## config.mk

```make
export PLATFORM = sky130hd
export DESIGN_NAME = regfile_wb_sched
export DESIGN_NICKNAME = d
export VERILOG_FILES = /design/src/rtl/regfile_ctrl_pkg.sv /design/src/rtl/regfile_wb_sched_rr_arb2.sv /design/src/rtl/regfile_wb_sched.sv
export SDC_FILE = /design/constraint.sdc
export NUM_CORES = 1
export LEC_CHECK = 0
export ABC_AREA = 1
export BUFFER_PORTS_ARGS = -buffer_cell sky130_fd_sc_hd__buf_4
export CORE_AREA = 3 3 85 87
export CTS_BUF_LIST = sky130_fd_sc_hd__clkbuf_16
export DETAILED_ROUTE_END_ITERATION = 7
export DIE_AREA = 0 0 88 90
export GPL_TIMING_DRIVEN = 0
export PLACE_DENSITY = 0.68
export SYNTH_ARGS = -nofsm -noshare
export SYNTH_HDL_FRONTEND = slang
export SYNTH_HIERARCHICAL = 1
export SYNTH_SLANG_ARGS = --single-unit
```

## constraint.sdc

```tcl
create_clock -name clk -period 2.1 [get_ports clk]
set_input_delay 0.42 -clock clk [delete_from_list [all_inputs] [get_ports clk]]
set_output_delay 0.42 -clock clk [all_outputs]
set_load 0.01 [all_outputs]
```

## src/rtl/regfile_ctrl_pkg.sv

```systemverilog
// Shared defaults and the writeback request record for the register-file
// writeback scheduler.
package regfile_ctrl_pkg;

  localparam int NUM_REG_DEF   = 8;
  localparam int SEL_WIDTH_DEF = 3;
  localparam int D_WIDTH_DEF   = 34;

  // One writeback: destination select plus data, tagged with a valid bit.
  typedef struct packed {
    logic                     valid;
    logic [SEL_WIDTH_DEF-1:0] sel;
    logic [D_WIDTH_DEF-1:0]   data;
  } wb_req_t;

endpackage

```

## src/rtl/regfile_wb_sched_rr_arb2.sv

```systemverilog
// Two-way round-robin arbiter; the pointer favours the requester that lost
// the most recent transfer.
module rr_arb2 (
  input  logic clk,
  input  logic reset_i,
  input  logic req0_valid_i,
  input  logic req1_valid_i,
  output logic gnt0_o,
  output logic gnt1_o
);

  logic ptr_q;

  always_comb begin
    gnt0_o = 1'b0;
    gnt1_o = 1'b0;
    if (!reset_i) begin
      if (req0_valid_i && (!req1_valid_i || !ptr_q)) begin
        gnt0_o = 1'b1;
      end else if (req1_valid_i) begin
        gnt1_o = 1'b1;
      end
    end
  end

  always_ff @(posedge clk) begin
    if (reset_i) begin
      ptr_q <= 1'b0;
    end else if (gnt0_o) begin
      ptr_q <= 1'b1;
    end else if (gnt1_o) begin
      ptr_q <= 1'b0;
    end
  end

endmodule

```

## src/rtl/regfile_wb_sched.sv

```systemverilog
// Writeback scheduler: arbitrates ALU/memory writebacks onto one register-file
// write port and tracks pending destination registers for decode hazards.
module regfile_wb_sched
  import regfile_ctrl_pkg::*;
#(
  parameter int NUM_REG   = NUM_REG_DEF,
  parameter int SEL_WIDTH = SEL_WIDTH_DEF,
  parameter int D_WIDTH   = D_WIDTH_DEF
) (
  input  logic                 clk,
  input  logic                 reset_i,
  input  logic                 req0_valid_i,
  input  logic [SEL_WIDTH-1:0] req0_reg_i,
  input  logic [D_WIDTH-1:0]   req0_data_i,
  output logic                 req0_ready_o,
  input  logic                 req1_valid_i,
  input  logic [SEL_WIDTH-1:0] req1_reg_i,
  input  logic [D_WIDTH-1:0]   req1_data_i,
  output logic                 req1_ready_o,
  input  logic                 reserve_i,
  input  logic [SEL_WIDTH-1:0] reserve_reg_i,
  input  logic [SEL_WIDTH-1:0] rs_sel_i,
  input  logic [SEL_WIDTH-1:0] rt_sel_i,
  input  logic [SEL_WIDTH-1:0] rd_sel_i,
  output logic                 stall_o,
  output logic                 write_enable_o,
  output logic [SEL_WIDTH-1:0] write_reg_o,
  output logic [D_WIDTH-1:0]   write_data_o,
  output logic [NUM_REG-1:0]   busy_o,
  output logic                 err_o
);

  logic               gnt0;
  logic               gnt1;
  wb_req_t            req_p0;
  wb_req_t            wb_p1;
  logic [NUM_REG-1:0] busy_q;
  logic [NUM_REG-1:0] busy_d;
  logic               err_q;
  logic               err_d;

  rr_arb2 u_arb (
    .clk          (clk),
    .reset_i      (reset_i),
    .req0_valid_i (req0_valid_i),
    .req1_valid_i (req1_valid_i),
    .gnt0_o       (gnt0),
    .gnt1_o       (gnt1)
  );

  assign req0_ready_o = gnt0;
  assign req1_ready_o = gnt1;

  // Stage p0: select the granted request
  always_comb begin
    req_p0 = '0;
    if (gnt0) begin
      req_p0.valid = 1'b1;
      req_p0.sel   = req0_reg_i;
      req_p0.data  = req0_data_i;
    end else if (gnt1) begin
      req_p0.valid = 1'b1;
      req_p0.sel   = req1_reg_i;
      req_p0.data  = req1_data_i;
    end
  end

  // Stage p1: registered write port; address/data hold when idle
  always_ff @(posedge clk) begin
    if (reset_i) begin
      wb_p1 <= '0;
    end else begin
      wb_p1.valid <= req_p0.valid;
      if (req_p0.valid) begin
        wb_p1.sel  <= req_p0.sel;
        wb_p1.data <= req_p0.data;
      end
    end
  end

  // A reserve landing on the register being committed re-arms it, so the
  // set is applied after the clear.
  always_comb begin
    busy_d = busy_q;
    err_d  = err_q;
    if (wb_p1.valid) begin
      busy_d[wb_p1.sel] = 1'b0;
      if (!busy_q[wb_p1.sel]) begin
        err_d = 1'b1;
      end
    end
    if (reserve_i) begin
      busy_d[reserve_reg_i] = 1'b1;
      if (busy_q[reserve_reg_i] && !(wb_p1.valid && (wb_p1.sel == reserve_reg_i))) begin
        err_d = 1'b1;
      end
    end
  end

  always_ff @(posedge clk) begin
    if (reset_i) begin
      busy_q <= '0;
      err_q  <= 1'b0;
    end else begin
      busy_q <= busy_d;
      err_q  <= err_d;
    end
  end

  assign stall_o        = busy_q[rs_sel_i] | busy_q[rt_sel_i] | busy_q[rd_sel_i];
  assign write_enable_o = wb_p1.valid;
  assign write_reg_o    = wb_p1.sel;
  assign write_data_o   = wb_p1.data;
  assign busy_o         = busy_q;
  assign err_o          = err_q;

endmodule

```

# Word-level counts from Yosys, hierarchy flattened
# Cells that the tools add are included.
[totals]
reg_bits = 48
out_inout_bits = 50
elab_cells = 58
[classes]
n_lt_le_gt_ge = 7
eq_ne = 1
muxes = 29
bitwise = 5
reduce_logical = 10
[op_table]
columns = ["op", "n"]
rows = [
  ["two-way mux 38 bit", 2],
  ["< comparator 3 x 4 -> 1 bit, second input constant", 5],
  ["two-way mux 1 bit", 18],
  ["two-way mux 8 bit", 2],
  ["binary-select mux 1 bit (select 3 bit)", 5],
  ["AND 8 bit", 1],
  ["NOT 8 bit", 1],
  ["OR 8 bit", 1],
  ["demux 1 bit (select 3 bit)", 2],
  [">= comparator 3 x 1 -> 1 bit, second input constant", 2],
  ["logical AND 1 bit", 5],
  ["== test 3 bit", 1],
  ["logical NOT 1 bit", 3],
  ["OR 1 bit", 2],
  ["nonzero test 2 bit", 1],
  ["logical OR 1 bit", 1],
]

# Depth between registers and ports, before layout
# Gate-level depths: netlist of the first run.
[depth]
ltp_word = 9
mapped_depth = 10
depth_no_buf = 9

# Hierarchy
# Netlist of the first run, hierarchy kept.
[modules_own_cells]
columns = ["mod", "n_inst", "cells_each", "area_each_um2"]
rows = [
  ["regfile_wb_sched", 1, 354, 2344.7],
  ["rr_arb2", 1, 11, 57.6],
]

# Worst setup path before layout of the first run
# OpenSTA, ideal clock, no wires.
[synth_timing]
kind = "input-to-reg"
startpoint = "input reset_i"
endpoint = "register wb_p1 (netlist bit write_reg_o[2])"
setup_time_ns = 0.132
arrival_ns = 1.407
setup_slack_ns = 0.561
stages = 8
path_cell_list = "inv_1 > nand2_1 > nor2_1 > nor2_1 > buf_4 > buf_6 > nand2_1 > a31oi_1"
[synth_between]
word_cells_on_any_way = 4
[synth_rtl]
columns = ["item", "line", "rtl"]
rows = [
  ["start: declaration", "regfile_wb_sched.sv:11", "input logic reset_i,"],
  ["two-way mux 1 bit", "regfile_wb_sched_rr_arb2.sv:17", "if (!reset_i) begin"],
  ["net req0_ready_o", "regfile_wb_sched.sv:15", "output logic req0_ready_o,"],
  ["two-way mux 38 bit", "regfile_wb_sched.sv:57", "if (gnt0) begin"],
  ["end: declaration", "regfile_wb_sched.sv:36", "wb_req_t wb_p1;"],
]
# The timed path passes the listed nets, and every way through them passes these cells.
# A chain may end at the register's enable or synchronous reset.

# Final worst setup path of the first run
[layout_timing]
startpoint = "register busy_q[5], in the netlist busy_o[5]"
endpoint = "output stall_o"
[layout_between]
elab_chain_cells = 4
word_cells_on_any_way = 8
[layout_rtl]
columns = ["item", "line", "rtl"]
rows = [
  ["start: declaration", "regfile_wb_sched.sv:37", "logic [NUM_REG-1:0] busy_q;"],
  ["start signal: assignment", "regfile_wb_sched.sv:105", "busy_q <= busy_d;"],
  ["binary-select mux 1 bit (select 3 bit)", "regfile_wb_sched.sv:110", "assign stall_o = busy_q[rs_sel_i] | busy_q[rt_sel_i] | busy_q[rd_sel_i];"],
  ["two-way mux 1 bit (implied by the code)", "regfile_wb_sched.sv:110", ""],
  ["OR 1 bit", "regfile_wb_sched.sv:110", ""],
  ["OR 1 bit (*)", "regfile_wb_sched.sv:110", ""],
  ["end: declaration", "regfile_wb_sched.sv:25", "output logic stall_o,"],
]
# Mark *: on every way between the ends. The rest lies on a longest branch, timed or not. The select of a mux whose other input is x is not followed.

==> results.ini, run 1 <==
[placed_design]
place_congestion=0.908
place_inst=580
io_buffers=138
dpl.hpwl_um=6480

[sta]
fin_skew_ns=0.00564
maxSlewViolCount=0
relSlewSlack=0.688
rsz0062_at_grt=no
timing.final.crit_share=0.885
tightest_slew_ns=0.468
final-setup-viol-count=0
tns_ns=0
fin_crit_ns=1.86
hold_viol=0
clock.fmax_ghz=0.538

[cts]
cts_resized=0
clockBufferDepth=2
h-tree-depth=2
cts_root_buf=clkbuf_16
worstSkewPairLatency_ns=0.28
cts_hold_buf=0
clock_sinks=48
cts_made_buffers=5
post_cts_buffers=0
clk_pin_slew_ns=0.06
cts_tree=yes

[global_routing]
grt_antenna_before_repair=0
grt_util_all_layers=0.208
grt_overflow=0
grt_pass1_vias=2809
grt_start_max_net_pins=16
grt_pass1_wl_um=13400

[synthesis]
ys_ff_latch=48
syn_nets=456
yosysUniqueCellTypes=18
synth.area.top_cells=dfxtp_1, nand2_1, a31oi_1
yosysTopAreaCellShare=0.400
synth_area_um2=2400
synth_cells=365
yosysSeqAreaShare=0.400
syn_avg_cell_area_um2=6.58
yosysWarnings=6
yosys.area.top_type=dfxtp_1

[power_and_ir_drop]
p_per_area_nw_per_um2=654
irDropWorstVdd_v=0.000410
p_leak_nw=1.71

[worst_setup_path]
cp_num_buf_inv=2
cp_cell_sequence=inv_1 > a21oi_1 > o21ai_0 > nand2_1 > o21ai_0 > nand3_1 > buf_4
slowest_stage=dfxtp_1
cpMostUsedCell=o21ai_0
r2r_cells=7
cp-startpoint=busy_o[5]
path_depth=7
r2r-end=write_data_o[19]
critPathRequiredTime_ns=1.68
crit_fanout=5
max_stage_delay_ns=0.33
cp.arrival_ns=1.44
startpoint_type=register
worstSetupEndpoint=stall_o
end_kind=output pin
critical_path_class=reg2out
r2r_slack_ns=0.58
crit_family=compound AO/OA/AOI/OAI gates
r2r-start=u_arb/ptr_q

[final_layout]
drive_above_1_share=0.315
layout.cells.non_filler=588
syn_to_final_growth_pct=54.1
final_common_cell=nand2_1
final_cell_mix=nand2_1, buf_4, dfxtp_1
finalNetCount=601
num_antenna_cells=0

[detailed_routing]
vias=2907
vias_per_cell=4.94
wl_um=8290
dr.first_iter.drc_count=136
drc=0
drtPass1Iterations=4
wl_per_cell_um=14.1
ant_nets=0

[die]
core_area_um2=6420
fp.dieW_um=88
io_pins=141
start_util=0.374
core.rowCount=29
dieArea_um2=7920
die_h_um=90

[outcome]
status=finished clean

[flow_run]
drv_cap=0

[hold_path]
holdPathStages=3
hold_path.class=in2reg

==> state kept, by name, indices dropped and copies added, names as in the netlist <==
name / cells
busy_o: 8
u_arb/ptr_q: 1
err_o: 1
write_reg_o: 3
write_enable_o: 1
write_data_o: 34
==> worst min-delay path by stage <==
stage	to	from	slack [ns]
floorplan	u_arb/ptr_q	u_arb/ptr_q	0.47
global placement	write_data_o[6]	write_data_o[6]	0.47
detailed placement	write_data_o[7]	write_data_o[7]	0.48
CTS	u_arb/ptr_q	req0_valid_i	0.38
global route	u_arb/ptr_q	req0_valid_i	0.38
finish	u_arb/ptr_q	req0_valid_i	0.39
==> metal layers <==
metal / up-vias / GRT usage / part of all wire
met5: - / 0 / 0
met4: 0 / 0.0537 / 0.0083
met3: 4 / 0.0823 / 0.098
met2: 111 / 0.342 / 0.49
met1: 1305 / 0.250 / 0.41
li1: 1487 / - / -
==> kinds of logic (layout without fill, tap and decap cells) <==
family / after synthesis / after routing / synth area share
AO/OA/AOI/OAI: 79 / 79 / 0.187
buffers and inverters: 44 / 190 / 0.0932
flip-flops: 48 / 48 / 0.400
AND/OR/NAND/NOR: 194 / 194 / 0.320
==> worst min-delay path, cell delays in order <==
cell	delay, ns
buf_4	0.09
nor2_1	0.03
nor2_1	0.09
==> area by class of cell <==
| type | count | area [um2] |
|---|---|---|
| Buffer | 19 | 128 |
| Clock buffer | 5 | 125 |
| Clock inverter | 3 | 42.5 |
| Fill cell | 630 | 2720 |
| Inverter | 25 | 96.3 |
| Multi-Input combinational cell | 273 | 1220 |
| Sequential cell | 48 | 961 |
| Tap cell | 77 | 96.3 |
| Timing Repair Buffer | 138 | 1040 |
==> report_power, final <==
part           switching (W)  leakage, nW  internal, W  total (W)
clock network       0.000339       0.0798     0.000559   0.000898
logic               0.000246         1.24     0.000268   0.000514
registers          0.0000418        0.393     0.000968    0.00101
==> stage by stage <==
step           setup slack (ns)  hold slack [ns]  area [um2]  power [W]   util
6_report                  0.242            0.390        3700    0.00242  0.576
5_1_grt                   0.102            0.378        3700    0.00255  0.576
4_1_cts                   0.224            0.379        3700    0.00245  0.576
3_5_place_dp              0.302            0.478        3530    0.00155  0.550
3_3_place_gp              0.364            0.473        3530    0.00154  0.550
2_1_floorplan             0.561            0.473        2400    0.00126      -
==> cells in the mapped netlist <==
cell type / count
buf_6: 4
clkbuf_1: 4
o211ai_1: 2
buf_1: 2
nor2_1: 21
a31oi_1: 37
nand3b_1: 2
nand2_1: 150
nor2_4: 1
dfxtp_1: 48
nand3_1: 20
inv_4: 1
o21bai_1: 1
a21oi_1: 18
buf_4: 6
buf_2: 3
inv_1: 24
o21ai_0: 21
No activity file was read; power rests on OpenSTA's default activity.
==> inputs of run 2 (changes only) <==
--- a/config.mk
+++ b/config.mk
@@ -6,13 +6,12 @@
 export NUM_CORES = 1
 export LEC_CHECK = 0
 export ABC_AREA = 1
-export BUFFER_PORTS_ARGS = -buffer_cell sky130_fd_sc_hd__buf_4
 export CORE_AREA = 3 3 85 87
-export CTS_BUF_LIST = sky130_fd_sc_hd__clkbuf_16
 export DETAILED_ROUTE_END_ITERATION = 7
 export DIE_AREA = 0 0 88 90
+export DONT_BUFFER_PORTS = 1
 export GPL_TIMING_DRIVEN = 0
-export PLACE_DENSITY = 0.68
+export PLACE_DENSITY = 0.5
 export SYNTH_ARGS = -nofsm -noshare
 export SYNTH_HDL_FRONTEND = slang
 export SYNTH_HIERARCHICAL = 1
==> results.ini, run 2 (synthesis gave the netlist of run 1 again) <==
[power_and_ir_drop]
switchingPower_w=0.000556  ; -11%
switching_share=0.294  ; +0.0352
pwr-share-seq=0.551  ; +0.134
irDropWorstVdd_v=0.000311  ; -24%
intPower_w=0.00134  ; -26%
clkPwrFrac=0.311  ; -0.060
p_per_area_nw_per_um2=729  ; +11%
p_leak_nw=0.997  ; -42%
combPwrFrac=0.138  ; -0.074

[die]
start_util=0.374  ; unchanged
die_h_um=90  ; unchanged
core_area_um2=6420  ; unchanged
dieArea_um2=7920  ; unchanged
io_pins=141  ; unchanged
fp.dieW_um=88  ; unchanged
core.rowCount=29  ; unchanged

[worst_setup_path]
r2r-end=write_data_o[11]
crit_fanout=5  ; unchanged
r2r_cells=6  ; -1
cp-startpoint=busy_o[5]
critPathRequiredTime_ns=1.68  ; about the same
r2r_slack_ns=0.44  ; -0.14 ns
worstSetupEndpoint=stall_o
end_kind=output pin
r2r-start=u_arb/ptr_q
startpoint_type=register
cp.arrival_ns=1.45  ; about the same
critical_path_class=reg2out

[sta]
fin_crit_ns=1.87  ; +0.0129 ns
tns_ns=0  ; unchanged
hold_viol=0  ; unchanged
relSlewSlack=0.614  ; -0.0738
fin_ws_ns=0.229  ; -0.0129 ns
final-setup-viol-count=0  ; unchanged
fin_skew_ns=0.00806  ; +0.00242 ns
tightest_slew_ns=0.577  ; +0.109 ns
maxSlewViolCount=0  ; unchanged
rsz0062_at_grt=no
timing.final.crit_share=0.891  ; +0.00612
clock.fmax_ghz=0.535  ; -0.69%

[placed_design]
dpl.hpwl_um=5350  ; -17%
dp_slack_ns=0.311  ; +0.00957 ns
io_buffers=0  ; -100%
place_congestion=0.835  ; -8.0%

[final_layout]
syn_to_final_growth_pct=8.02
largest_reg_flops=34  ; unchanged
final_cell_mix=nand2_1, dfxtp_1, a31oi_1
fillCellCount=715  ; +13%
final_common_cell=nand2_1
num_antenna_cells=0  ; unchanged
finish.utilization=0.404  ; -0.172
drive_above_1_share=0.0617  ; -0.253
finalNetCount=463  ; -23%

[cts]
cts_tree=yes
clk_pin_slew_ns=0.10  ; +0.04 ns
cts_hold_buf=0  ; unchanged
clock_sinks=48  ; unchanged
clockBufferDepth=2  ; unchanged
worstSkewPairLatency_ns=0.29  ; about the same
cts_root_buf=clkbuf_8
cts_made_buffers=5  ; unchanged
cts_resized=0  ; unchanged
h-tree-depth=2  ; unchanged
post_cts_buffers=0  ; unchanged

[detailed_routing]
drc=0  ; unchanged
vias=2364  ; -19%
drtPass1Iterations=4  ; unchanged
dr.first_iter.drc_count=76  ; -44%
wl_um=7180  ; -13%
wl_per_cell_um=16.0  ; +13%
vias_per_cell=5.25  ; +6.3%
ant_nets=0  ; unchanged

[global_routing]
grt_overflow=0  ; unchanged
grt_pass1_wl_um=11500  ; -14%
grt_pass1_vias=2271  ; -19%
grt_antenna_before_repair=0  ; unchanged
grt_util_all_layers=0.180  ; -0.0283
grt_start_max_net_pins=16  ; unchanged

[outcome]
status=finished clean

[flow_run]
drv_cap=0  ; unchanged

[hold_path]
hold_path.class=in2reg

run 2: cell count changes in the layout (fill, tap and decap cells not counted), sizes merged:
cell and change:
buf -138, bufinv -1, clkbuf +1, clkinvlp -1, inv +1
run 2: final cells by class:
| class | instances | area, um2 | area share |
|---|---|---|---|
| inverter | 25 | 96.3 | 0.0371 |
| sequential | 48 | 961 | 0.370 |
| clock buffer | 6 | 82.6 | 0.0318 |
| tap | 77 | 96.3 | 0.0371 |
| multi-input combinational | 273 | 1220 | 0.469 |
| clock inverter | 2 | 13.8 | 0.00530 |
| buffer | 19 | 128 | 0.0492 |
run 2: worst min-delay path by stage:
| stage | start | endpoint | slack, ns | cells past startpoint |
|---|---|---|---|---|
| finish | req0_valid_i | u_arb/ptr_q | 0.26 | 2 |
| global route | req1_data_i[2] | write_data_o[2] | 0.25 | 2 |
| CTS | req0_valid_i | u_arb/ptr_q | 0.25 | 2 |
| detailed placement | u_arb/ptr_q | u_arb/ptr_q | 0.51 | 2 |
| global placement | u_arb/ptr_q | u_arb/ptr_q | 0.50 | 2 |
| floorplan | u_arb/ptr_q | u_arb/ptr_q | 0.47 | 2 |
run 2: per-layer routing:
metal | track usage | part of all wire | up-vias
met5 | 0 | 0 | -
met1 | 0.236 | 0.43 | 1054
li1 | - | - | 1212
met3 | 0.0603 | 0.088 | 4
met4 | 0.0448 | 0.0078 | 0
met2 | 0.281 | 0.47 | 94
run 2: through the flow:
stage | hold WS, ns | std cells | area, um2 | total power (W)
2_1_floorplan | 0.473 | 365 | 2400 | 0.00126
3_3_place_gp | 0.496 | 442 | 2500 | 0.00133
3_5_place_dp | 0.505 | 442 | 2500 | 0.00133
4_1_cts | 0.249 | 450 | 2590 | 0.00192
5_1_grt | 0.254 | 450 | 2590 | 0.00201
6_report | 0.260 | 450 | 2590 | 0.00189
run 2: power by group through the flow:
| stage | combinational (W) | clock [W] | sequential, W |
|---|---|---|---|
| final | 0.000262 | 0.000588 | 0.00104 |
| after global routing | 0.000304 | 0.000654 | 0.00105 |
| after CTS | 0.000265 | 0.000612 | 0.00104 |
| after detailed placement | 0.000265 | 0 | 0.00106 |
| after global placement | 0.000260 | 0 | 0.00107 |
| after floorplan | 0.000210 | 0 | 0.00105 |
run 2: critical path, cell delays in order, from the launching register on:
cell	delay, ns
dfxtp_1	0.37
inv_1	0.20
a21oi_1	0.09
o21ai_0	0.07
nand2_1	0.07
o21ai_0	0.19
nand3_1	0.17
==> inputs of run 3 (changes only) <==
--- a/config.mk
+++ b/config.mk
@@ -12,6 +12,7 @@
 export DONT_BUFFER_PORTS = 1
 export GPL_TIMING_DRIVEN = 0
 export PLACE_DENSITY = 0.5
+export REMOVE_ABC_BUFFERS = 1
 export SYNTH_ARGS = -nofsm -noshare
 export SYNTH_HDL_FRONTEND = slang
 export SYNTH_HIERARCHICAL = 1
==> results.ini, run 3 (synthesis gave the netlist of run 1 again) <==
[final_layout]
syn_to_final_growth_pct=6.87
layout.cells.non_filler=433  ; -3.8%
num_antenna_cells=0  ; unchanged
final_cell_mix=nand2_1, dfxtp_1, a31oi_1
largest_reg_flops=34  ; unchanged
drive_above_1_share=0.0421  ; -0.0195
final_common_cell=nand2_1
finish.utilization=0.400  ; -0.00429
finalNetCount=447  ; -3.5%
fillCellCount=693  ; -3.1%

[placed_design]
io_buffers=0  ; unchanged
place_congestion=0.858  ; +2.8%
dpl.hpwl_um=5050  ; -5.6%
place_inst=424  ; -4.1%

[detailed_routing]
wl_um=7230  ; +0.78%
wl_per_cell_um=16.7  ; +4.7%
vias=2343  ; -0.89%
vias_per_cell=5.41  ; +3.0%
drc=0  ; unchanged
dr.first_iter.drc_count=70  ; -7.9%
drtPass1Iterations=4  ; unchanged
ant_nets=0  ; unchanged

[sta]
timing.final.crit_share=0.885  ; -0.00523
hold_viol=0  ; unchanged
relSlewSlack=0.660  ; +0.0463
rsz0062_at_grt=no
fin_crit_ns=1.86  ; -0.0110 ns
clock.fmax_ghz=0.538  ; +0.59%
fin_skew_ns=0.00919  ; +0.00113 ns
final-setup-viol-count=0  ; unchanged
maxSlewViolCount=0  ; unchanged
tightest_slew_ns=0.509  ; -0.0685 ns

[cts]
worstSkewPairLatency_ns=0.30  ; about the same
post_cts_buffers=0  ; unchanged
cts_made_buffers=5  ; unchanged
clockBufferDepth=2  ; unchanged
cts_resized=0  ; unchanged
clock_sinks=48  ; unchanged
clk_pin_slew_ns=0.09  ; about the same
cts_tree=yes
h-tree-depth=2  ; unchanged
cts_root_buf=clkbuf_8
cts_hold_buf=0  ; unchanged

[die]
start_util=0.374  ; unchanged
dieArea_um2=7920  ; unchanged
fp.dieW_um=88  ; unchanged
die_h_um=90  ; unchanged
core.rowCount=29  ; unchanged
core_area_um2=6420  ; unchanged
io_pins=141  ; unchanged

[outcome]
status=finished clean

[worst_setup_path]
path_depth=6  ; unchanged
max_stage_delay_ns=0.48  ; +0.11 ns
r2r_slack_ns=0.25  ; -0.19 ns
cp_cell_sequence=inv_1 > a21oi_1 > o21ai_0 > nand3_1 > o21ai_0 > nand3_1
end_kind=output pin
cp.arrival_ns=1.44  ; about the same
crit_family=flip-flops
crit_fanout=5  ; unchanged
critPathRequiredTime_ns=1.68  ; about the same
cp-startpoint=busy_o[6]
worstSetupEndpoint=stall_o
r2r-start=u_arb/ptr_q
r2r_cells=6  ; unchanged
slowest_stage=dfxtp_1
startpoint_type=register
critical_path_class=reg2out
cp_num_buf_inv=1  ; unchanged
r2r-end=write_data_o[11]

[hold_path]
hold_path.class=in2reg
hold_start=reset_i
holdPathStages=1  ; -1

[power_and_ir_drop]
switching_share=0.255  ; -0.0389
intPower_w=0.00152  ; +14%
combPwrFrac=0.112  ; -0.026
p_per_area_nw_per_um2=796  ; +9.1%
p_leak_nw=0.954  ; -4.3%
clkPwrFrac=0.375  ; +0.064
pwr-share-seq=0.513  ; -0.038
irDropWorstVdd_v=0.000305  ; -2.2%
switchingPower_w=0.000521  ; -6.3%

[global_routing]
grt_antenna_before_repair=0  ; unchanged
grt_pass1_vias=2206  ; -2.9%
grt_util_all_layers=0.168  ; -0.0114
grt_overflow=0  ; unchanged
grt_pass1_wl_um=10700  ; -7.0%
grt_start_max_net_pins=49  ; +33

[flow_run]
drv_cap=0  ; unchanged

run 3: area by class of cell:
class / instances / area (um2) / share of cell area
Multi-Input combinational cell: 275 / 1260 / 0.490
Timing Repair Buffer: 1 / 27.5 / 0.0107
Clock inverter: 2 / 60.1 / 0.0234
Clock buffer: 5 / 68.8 / 0.0268
Tap cell: 77 / 96.3 / 0.0375
Sequential cell: 48 / 961 / 0.374
Inverter: 25 / 96.3 / 0.0375
run 3: per-stage QoR:
| step | power (W) | instance area, um2 | hold WS [ns] | setup WS, ns | setup TNS [ns] |
|---|---|---|---|---|---|
| global placement | 0.00128 | 2370 | 0.494 | -2.86 | -108.76 |
| CTS | 0.00206 | 2540 | 0.169 | 0.0963 | 0 |
| detailed placement | 0.00129 | 2410 | 0.499 | -0.0555 | -0.937 |
| floorplan | 0.00122 | 2270 | 0.473 | -1.13 | -43.14 |
| global route | 0.00214 | 2570 | 0.161 | 0.0854 | 0 |
| finish | 0.00204 | 2570 | 0.175 | 0.240 | 0 |
run 3: power by group through the flow:
stage	Combinational, W	Sequential [W]	Clock, W
6_report	0.000229	0.00105	0.000767
5_1_grt	0.000264	0.00106	0.000823
4_1_cts	0.000222	0.00105	0.000790
3_5_place_dp	0.000223	0.00107	0
3_3_place_gp	0.000210	0.00107	0
2_1_floorplan	0.000170	0.00105	0
run 3: worst min path at each step:
| stage | slack [ns] | end |
|---|---|---|
| after CTS | 0.17 | write_data_o[2] |
| final | 0.18 | write_data_o[4] |
| after floorplan | 0.47 | u_arb/ptr_q |
| after global routing | 0.16 | write_data_o[33] |
| after detailed placement | 0.50 | write_data_o[30] |
| after global placement | 0.49 | write_data_o[4] |
run 3: metal layers:
metal | share of wire | GRT usage
met3 | 0.095 | 0.0594
met1 | 0.41 | 0.199
met5 | 0 | 0
met2 | 0.49 | 0.285
met4 | 0.0068 | 0.0460
